File: config.mk
export PLATFORM = sky130hd
export DESIGN_NAME = round_controller
export DESIGN_NICKNAME = d
export VERILOG_FILES = /design/src/rtl/round_controller.sv
export SDC_FILE = /design/constraint.sdc
export NUM_CORES = 1
export LEC_CHECK = 0
export ABC_AREA = 1
export BUFFER_PORTS_ARGS = -buffer_cell sky130_fd_sc_hd__buf_2
export CAP_MARGIN = 20
export CORE_ASPECT_RATIO = 1.25
export CORE_MARGIN = 1.5
export CORE_UTILIZATION = 42
export DETAILED_ROUTE_END_ITERATION = 10
export PLACE_DENSITY = 0.77
export SLEW_MARGIN = 20
export SYNTH_ARGS = -nofsm -noshare
export SYNTH_HDL_FRONTEND = slang
export SYNTH_SLANG_ARGS = --single-unit
File: constraint.sdc
create_clock -name clk -period 2.4 [get_ports clk]
set_clock_uncertainty 0.15 [all_clocks]
set_input_delay 0.12 -clock clk [delete_from_list [all_inputs] [get_ports clk]]
set_output_delay 0.12 -clock clk [all_outputs]
set_load 0.005 [all_outputs]
File: src/rtl/round_controller.sv
// Match sequencer for the two-player fighting datapath: gates pad inputs, holds the
// players in reset between rounds, runs the countdown/fight timers and keeps the score.
module round_controller #(
   parameter int COUNTDOWN_CYCLES = 3,
   parameter int ROUND_CYCLES     = 16,
   parameter int ROUNDS_TO_WIN    = 2,
   parameter int MAX_ROUNDS       = 3,
   parameter int CNT_W            = 8
) (
   input  logic             clk,
   input  logic             rst_n,
   input  logic             start,
   input  logic [5:0]       right_raw_input,
   input  logic [5:0]       left_raw_input,
   input  logic [1:0]       right_health,
   input  logic [1:0]       left_health,
   output logic [5:0]       right_player_input,
   output logic [5:0]       left_player_input,
   output logic             player_rst_n,
   output logic [2:0]       state,
   output logic [CNT_W-1:0] timer,
   output logic [1:0]       round_num,
   output logic [1:0]       right_wins,
   output logic [1:0]       left_wins,
   output logic             match_over,
   output logic [1:0]       winner
);

   localparam logic [2:0] S_IDLE      = 3'd0;
   localparam logic [2:0] S_COUNTDOWN = 3'd1;
   localparam logic [2:0] S_FIGHT     = 3'd2;
   localparam logic [2:0] S_ROUND_END = 3'd3;
   localparam logic [2:0] S_MATCH_END = 3'd4;

   localparam logic [CNT_W-1:0] CD_LOAD = CNT_W'(COUNTDOWN_CYCLES - 1);
   localparam logic [CNT_W-1:0] RC_LOAD = CNT_W'(ROUND_CYCLES - 1);
   localparam logic [CNT_W-1:0] CNT_ONE = CNT_W'(1);
   localparam logic [1:0]       RTW     = 2'(ROUNDS_TO_WIN);
   localparam logic [1:0]       MR      = 2'(MAX_ROUNDS);

   function automatic logic [1:0] sat_inc(input logic [1:0] v);
      return (v == 2'd3) ? 2'd3 : v + 2'd1;
   endfunction

   logic [2:0]       next_state;
   logic [CNT_W-1:0] timer_d;
   logic [1:0]       round_num_d, right_wins_d, left_wins_d, winner_d;
   logic [5:0]       right_gated_d, left_gated_d;
   logic             player_rst_n_d, match_over_d;

   logic r_ko, l_ko, timed_out, round_done, right_takes, left_takes, match_done;

   // Round outcome: double KO beats single KO, which beats time-out on health
   always_comb begin
      r_ko        = (right_health == 2'd0);
      l_ko        = (left_health == 2'd0);
      timed_out   = (timer == '0);
      round_done  = (state == S_FIGHT) && (r_ko || l_ko || timed_out);
      right_takes = (l_ko && !r_ko) ||
                    (!r_ko && !l_ko && timed_out && (right_health > left_health));
      left_takes  = (r_ko && !l_ko) ||
                    (!r_ko && !l_ko && timed_out && (left_health > right_health));
      match_done  = (right_wins >= RTW) || (left_wins >= RTW) || (round_num >= MR);
   end

   always_ff @(posedge clk or negedge rst_n) begin
      if (!rst_n) begin
         state              <= S_IDLE;
         timer              <= '0;
         round_num          <= 2'd0;
         right_wins         <= 2'd0;
         left_wins          <= 2'd0;
         winner             <= 2'd0;
         match_over         <= 1'b0;
         player_rst_n       <= 1'b0;
         right_player_input <= 6'd0;
         left_player_input  <= 6'd0;
      end else begin
         state              <= next_state;
         timer              <= timer_d;
         round_num          <= round_num_d;
         right_wins         <= right_wins_d;
         left_wins          <= left_wins_d;
         winner             <= winner_d;
         match_over         <= match_over_d;
         player_rst_n       <= player_rst_n_d;
         right_player_input <= right_gated_d;
         left_player_input  <= left_gated_d;
      end
   end

   always_comb begin
      next_state = state;
      case (state)
         S_IDLE:      if (start) next_state = S_COUNTDOWN;
         S_COUNTDOWN: if (timed_out) next_state = S_FIGHT;
         S_FIGHT:     if (round_done) next_state = S_ROUND_END;
         S_ROUND_END: next_state = match_done ? S_MATCH_END : S_COUNTDOWN;
         S_MATCH_END: if (start) next_state = S_COUNTDOWN;
         default:     next_state = S_IDLE;
      endcase
   end

   always_comb begin
      timer_d      = timer;
      round_num_d  = round_num;
      right_wins_d = right_wins;
      left_wins_d  = left_wins;
      winner_d     = winner;
      case (state)
         S_IDLE, S_MATCH_END: begin
            if (start) begin
               timer_d      = CD_LOAD;
               round_num_d  = 2'd0;
               right_wins_d = 2'd0;
               left_wins_d  = 2'd0;
               winner_d     = 2'd0;
            end
         end
         S_COUNTDOWN: timer_d = timed_out ? RC_LOAD : timer - CNT_ONE;
         S_FIGHT: begin
            if (round_done) begin
               round_num_d = sat_inc(round_num);
               if (right_takes) right_wins_d = sat_inc(right_wins);
               if (left_takes)  left_wins_d  = sat_inc(left_wins);
            end else begin
               timer_d = timer - CNT_ONE;
            end
         end
         S_ROUND_END: begin
            if (match_done) begin
               if (right_wins > left_wins)      winner_d = 2'b01;
               else if (left_wins > right_wins) winner_d = 2'b10;
               else                             winner_d = 2'b11;
            end else begin
               timer_d = CD_LOAD;
            end
         end
         default: timer_d = '0;
      endcase

      // A restart from MATCH_END still gives the players one cycle of reset
      player_rst_n_d = !((next_state == S_IDLE) || (next_state == S_ROUND_END) ||
                         ((state == S_MATCH_END) && start));
      match_over_d   = (next_state == S_MATCH_END);
      right_gated_d  = (next_state == S_FIGHT) ? right_raw_input : 6'd0;
      left_gated_d   = (next_state == S_FIGHT) ? left_raw_input  : 6'd0;
   end

endmodule

Yosys cells after proc, flatten, opt, wreduce, memory -nomap -nowiden
Cells that the tools add are included.
{"block": "totals", "reg_bits": 33, "in_bits": 19, "out_inout_bits": 33, "elab_cells": 98}
{"block": "classes", "addsub": 4, "magnitude_cmp": 7, "eq_ne": 17, "mux": 28, "n_reduce_logical": 32}
{"op": "8-bit 2-to-1 mux", "n": 4}
{"op": "8-bit case mux with 4 select lines", "n": 1}
{"op": "2-bit 2-to-1 mux", "n": 11}
{"op": "2-bit case mux with 2 select lines", "n": 4}
{"op": "3-bit by 2-bit == test with 1-bit output, second input constant", "n": 4}
{"op": "3-bit 2-to-1 mux", "n": 4}
{"op": "6-bit 2-to-1 mux", "n": 2}
{"op": "2-bit != test, second input constant", "n": 6}
{"op": "3-bit case mux with 4 select lines", "n": 1}
{"op": "3-bit AND reduction", "n": 3}
{"op": "2-bit > comparator", "n": 4}
{"op": "1-bit logical AND", "n": 8}
{"op": "8-bit zero test", "n": 1}
{"op": "1-bit logical OR", "n": 8}
{"op": "4-bit AND reduction", "n": 2}
{"op": "8-bit by 1-bit subtractor with 8-bit output, second input constant", "n": 1}
{"op": "2-bit by 1-bit adder with 2-bit output, second input constant", "n": 3}
{"op": "2-bit == test, second input constant", "n": 3}
{"op": "3-bit == test, second input constant", "n": 2}
{"op": "2-bit >= comparator, second input constant", "n": 3}
{"op": "3-bit zero test", "n": 2}
{"op": "2-bit zero test", "n": 2}
{"op": "2-bit nonzero test", "n": 2}
{"op": "3-bit by 1-bit == test with 1-bit output, second input constant", "n": 1}
{"op": "other kinds (4)", "n": 6}

Logic depth before layout (Yosys ltp)
{"block": "logic_depth", "depth_word": 10, "ltp_mapped": 11, "mapped_depth_nobuf": 11}

Least setup slack after synthesis
OpenSTA, ideal clock, no wires.
{"block": "synth_path", "kind": "register to register", "from": "reg timer[0]", "to": "reg left_player_input[0]", "setup_time_ns": 0.116, "arrival_ns": 1.487, "required_ns": 2.134, "path_slack_ns": 0.647, "path_stages_with_launch": 11, "path_buffers": 1, "synth_period_minus_slack_ns": 1.753, "cell_sequence": "dfrtp_1 inv_1 ha_1 inv_2 nor3_4 nand2_4 nand2_4 nand2_4 nand3_4 buf_12 nor2_4"}
{"block": "synth_between", "elab_chain_len": 7, "elab_cells_between_ends": 8, "cone_classes": "1 x eq/ne; 4 x mux; 3 x reduce/logical"}
{"element": "start: declaration", "line_no": "21", "rtl": "output logic [CNT_W-1:0] timer,"}
{"element": "start signal: assignment", "line_no": "80", "rtl": "timer <= timer_d;"}
{"element": "8-bit zero test *", "line_no": "57", "rtl": "timed_out = (timer == '0);"}
{"element": "1-bit logical OR", "line_no": "58", "rtl": "round_done = (state == S_FIGHT) && (r_ko || l_ko || timed_out);"}
{"element": "1-bit logical AND", "line_no": "58"}
{"element": "3-bit 2-to-1 mux", "line_no": "97", "rtl": "S_FIGHT: if (round_done) next_state = S_ROUND_END;"}
{"element": "3-bit case mux with 4 select lines *", "line_no": "94", "rtl": "case (state)"}
{"element": "3-bit by 2-bit == test with 1-bit output *", "line_no": "147", "rtl": "left_gated_d = (next_state == S_FIGHT) ? left_raw_input : 6'd0;"}
{"element": "6-bit 2-to-1 mux *", "line_no": "147"}
{"element": "via left_gated_d[0]", "line_no": "48", "rtl": "logic [5:0] right_gated_d, left_gated_d;"}
{"element": "end signal: assignment", "line_no": "88", "rtl": "left_player_input <= left_gated_d;"}
{"element": "end: declaration", "line_no": "18", "rtl": "output logic [5:0] left_player_input,"}
Mark *: on every way through the listed nets, which the timed path passes. The rest lies on a longest branch.
A chain may end at the register's enable or synchronous reset.

Worst setup path in the final report
{"block": "layout_path", "from": "reg timer[0]", "to": "reg player_rst_n"}
{"block": "layout_between", "elab_chain_len": 9, "elab_cells_between_ends": 11, "cone_classes": "1 x eq/ne; 3 x mux; 7 x reduce/logical"}
{"element": "8-bit zero test *", "line_no": "57"}
{"element": "1-bit logical OR", "line_no": "58"}
{"element": "1-bit logical AND", "line_no": "58"}
{"element": "3-bit 2-to-1 mux", "line_no": "97"}
{"element": "3-bit case mux with 4 select lines *", "line_no": "94"}
{"element": "via next_state[1]", "line_no": "45", "rtl": "logic [2:0] next_state;"}
{"element": "3-bit by 2-bit == test with 1-bit output or 3-bit zero test (tied branches)", "line_no": "143", "rtl": "player_rst_n_d = !((next_state == S_IDLE) || (next_state == S_ROUND_END) ||"}
{"element": "1-bit logical OR * (2 in series)", "line_no": "143"}
{"element": "1-bit zero test *", "line_no": "143"}
{"element": "via player_rst_n_d", "line_no": "49", "rtl": "logic player_rst_n_d, match_over_d;"}
{"element": "end signal: assignment", "line_no": "86", "rtl": "player_rst_n <= player_rst_n_d;"}
{"element": "end: declaration", "line_no": "19", "rtl": "output logic player_rst_n,"}
Marked as above.

==> run summary <==
After routing, the total negative slack on setup checks comes to 0 ns. The detail-routed net length per standard cell is 11.6 um. The boundary pin count came out at 52. The mean cell area of the mapped netlist came out at 8.74 um2. The met2 track demand over resource is 30.2%. The flop-to-flop setup slack came out at 0.38 ns. The startpoint type of the worst setup path is a flop. Input and output buffers added on the ports amount to 51. The estimated wirelength of the detail-placed design is 2940 um. The placeable core area is 0.00449 mm2. The post-CTS setup buffer count came out at 0.

The die width came out at 64.6 um. The final weighted congestion in routability-driven placement is 0.867. The met3 usage in global routing came out at 4.09%.

Before CTS, the worst setup slack after placement is 0.403 ns. In this run the critical register-to-register path is launched from timer[0]. The critical path endpoint category is a flop. The total CTS buffers is 5. The leading area contributor after synthesis is sky130_fd_sc_hd__dfrtp_1. Power spread over the standard cell area amounts to 959 mW/mm2.

Synthesis inferred 33 register bits. The worst hold path begins at start. The maximum clock rate is 0.496 GHz.

The run finished with clean final reports. The worst setup path is of the flop to flop kind. The number of H-tree levels came out at 2. The fraction of synthesized cell area taken by the top area cell type is 41.5%.

For this run, the total global-route usage over all layers was measured as 18.1%. The tightest slew margin relative to the limit came out at 51.7%. The worst path needs 2.02 ns of the cycle, external delays included. Setup repair after global routing left no endpoint under its margin. In this run the most used layer during global routing was met2.

Yosys attributes the largest share of cell area to sky130_fd_sc_hd__dfrtp_1 (41%), sky130_fd_sc_hd__nand2_1 (9.8%), sky130_fd_sc_hd__nor2_4 (6.8%), sky130_fd_sc_hd__inv_1 (6.6%), sky130_fd_sc_hd__nand2_4 (4.0%). The endpoint identified for the worst register-to-register timing path is player_rst_n. The final-layout fill cell count came out at 420. The first-pass detailed-route iteration total is 4. The count of standard-cell rows is 27. Dividing the detail-routed via count by the number of cells gives 4.62.

Cells with a size suffix above 1 make up 34.8% of the layout. The via count came out at 1649. Along the worst hold path, the cell count comes to 3. TritonCTS built the clock tree.

The number of max-capacitance violations reported is 0. The starting density of the core is 44.3%. Clock tree synthesis selected as its root buffer the cell sky130_fd_sc_hd__clkbuf_8. The ratio of final minimum period to clock period came out at 84.0%. Relative to the synthesized area, the layout overhead comes to 26.9%. The commonest non-fill, non-tap cell in the layout is sky130_fd_sc_hd__nand2_1. The number of sinks handled by clock tree synthesis is 33. The post-CTS clock slew at the launch and capture registers of the worst setup and hold paths is 0.06 ns. The met1 track demand over resource came out at 22.5%. The die is 80.0 um tall.

The total DRC errors in the routed layout came out at 0. The terminating pin of the worst hold path is round_num[1]. The worst hold margin is 0.0417 ns. Once the clock tree was built, the resizer swapped 0 gates to a different size. The number of DRC violations after detailed-routing iteration 0 is 44. The leakage power came out at 1.41 nW. The path class of the lowest-slack min-delay path is input port to flop. The minimum setup slack in the final design is 0.385 ns.

The endpoint arrival time on the critical path is 2.08 ns. The total count of hold-check failures in the final report is 0. The path depth of the worst reg2reg path is 8. The start point of the critical path is timer[0]. The number of buffers between clock root and the deepest sink came out at 2.

The final non-filler cell area is 0.00253 mm2. At the worst endpoint, the required time is 2.46 ns. The clock insertion delay at the later pin of the skew report is 0.29 ns.

Yosys mapped the design onto 32 distinct sky130hd cell types. The worst-case IR drop observed on VDD is 0.486 mV. The library cells used most frequently in the layout, excluding fill and tap cells, are sky130_fd_sc_hd__nand2_1 (52), sky130_fd_sc_hd__buf_2 (51), sky130_fd_sc_hd__inv_1 (35), sky130_fd_sc_hd__dfrtp_1 (33), sky130_fd_sc_hd__nor2_1 (18).

Sequential elements use 41.5% of the synthesized area. The worst-margin pin slew is 0.725 ns. The netlist area before placement came out at 0.00199 mm2. The post-synth net total came out at 253. The total cell area at the placement stage came out at 0.00230 mm2. The die covers 0.00517 mm2. In this run the worst path has a maximum fanout of 13.

The remaining antenna violation count came out at 0. The repair_antennas step left the layout with diodes totalling 0. Yosys printed 0 warnings. Setup violations remaining at the end of the flow were counted as 0. The via count of the first global-routing pass is 1580. The post-layout net count came out at 323.

The first-pass GRT wire length came out at 7070 um. The final core area utilization came out at 56.3%. The maximum number of pins on one net before global-route repair is 34. The number of antenna violations at the first check in global routing came out at 0. The final number of max-transition violations came to 0.

The total wire length after detailed routing is 4140 um. Synthesis handed over a netlist of 228 instances. The global route total overflow came out at 0.
## layout make-up
cell class / instances / area [um2] / share of cell area (%)
multi-input combinational: 151 / 972 / 38.5
sequential: 33 / 826 / 32.7
clock inverter: 1 / 5.00 / 0.198
timing repair buffer: 65 / 393 / 15.5
tap: 58 / 72.6 / 2.87
clock buffer: 7 / 96.3 / 3.81
inverter: 42 / 163 / 6.44
## worst max-delay path, cell delays in order (launching register included)
cell and delay (ns):
sky130_fd_sc_hd__dfrtp_1 0.38, sky130_fd_sc_hd__inv_1 0.12, sky130_fd_sc_hd__ha_1 0.29, sky130_fd_sc_hd__nand3_2 0.12
sky130_fd_sc_hd__nor2_4 0.17, sky130_fd_sc_hd__nand2_2 0.11, sky130_fd_sc_hd__nand2_4 0.08, sky130_fd_sc_hd__nand3_4 0.28
sky130_fd_sc_hd__a21oi_1 0.24
## layer usage
metal | wire length [um] | share of wire [%]
met5 | 0 | 0
met1 | 1790 | 43
met4 | 87 | 2.1
met2 | 2080 | 50
met3 | 185 | 4.5
## per-stage QoR
| step | instances | power [mW] |
|---|---|---|
| 5_1_grt | 357 | 2.64 |
| 3_5_place_dp | 336 | 1.95 |
| 3_3_place_gp | 336 | 1.94 |
| 4_1_cts | 357 | 2.45 |
| 2_1_floorplan | 228 | 1.67 |
| 6_report | 357 | 2.42 |
## sequential cells by signal, summed over array words and instances, names as in the netlist
register            count
match_over              1
state                   3
player_rst_n            1
right_wins              2
round_num               2
left_player_input       6
winner                  2
timer                   8
right_player_input      6
left_wins               2
## cell usage after synthesis, drive strengths merged
| library cell | n |
|---|---|
| nand2 | 62 |
| inv | 42 |
| nor2 | 34 |
| dfrtp | 33 |
| nand3 | 15 |
| a21oi | 10 |
| o21ai | 10 |
| ha | 6 |
| nor3 | 3 |
| buf | 2 |
| nand3b | 2 |
| nand4 | 2 |
| o211ai | 2 |
| o22ai | 2 |
| xor2 | 2 |
| o21a | 1 |
## power by group
part	internal, mW	switching (mW)
clock	0.259	0.203
sequential	0.678	0.124
combinational	0.448	0.711
## what timing repair did
item                       4_1_cts  5_1_grt
setup endpoints to repair        0        0
hold endpoints to repair        45        0
hold buffers                    13        0
## cell families (layout without fill, tap and decap cells)
group                      Yosys count  in the layout  synth area share, %
and+or+nand+nor                    118            118                 35.7
AOI/OAI and AO/OA                   25             25                 8.48
buffers and inverters               44            115                 9.74
DFF                                 33             33                 41.5
adders and majority gates            6              6                 3.77
xor gates and xnor gates             2              2                0.880
## how the worst max path moves through the flow
stage | endpoint | slack [ns] | cells past startpoint
finish | player_rst_n | 0.38 | 8
global route | player_rst_n | 0.19 | 9
CTS | player_rst_n | 0.36 | 8
detailed placement | player_rst_n | 0.40 | 8
global placement | player_rst_n | 0.47 | 8
floorplan | left_player_input[0] | 0.65 | 10
Power figures use the tool's default switching activity.
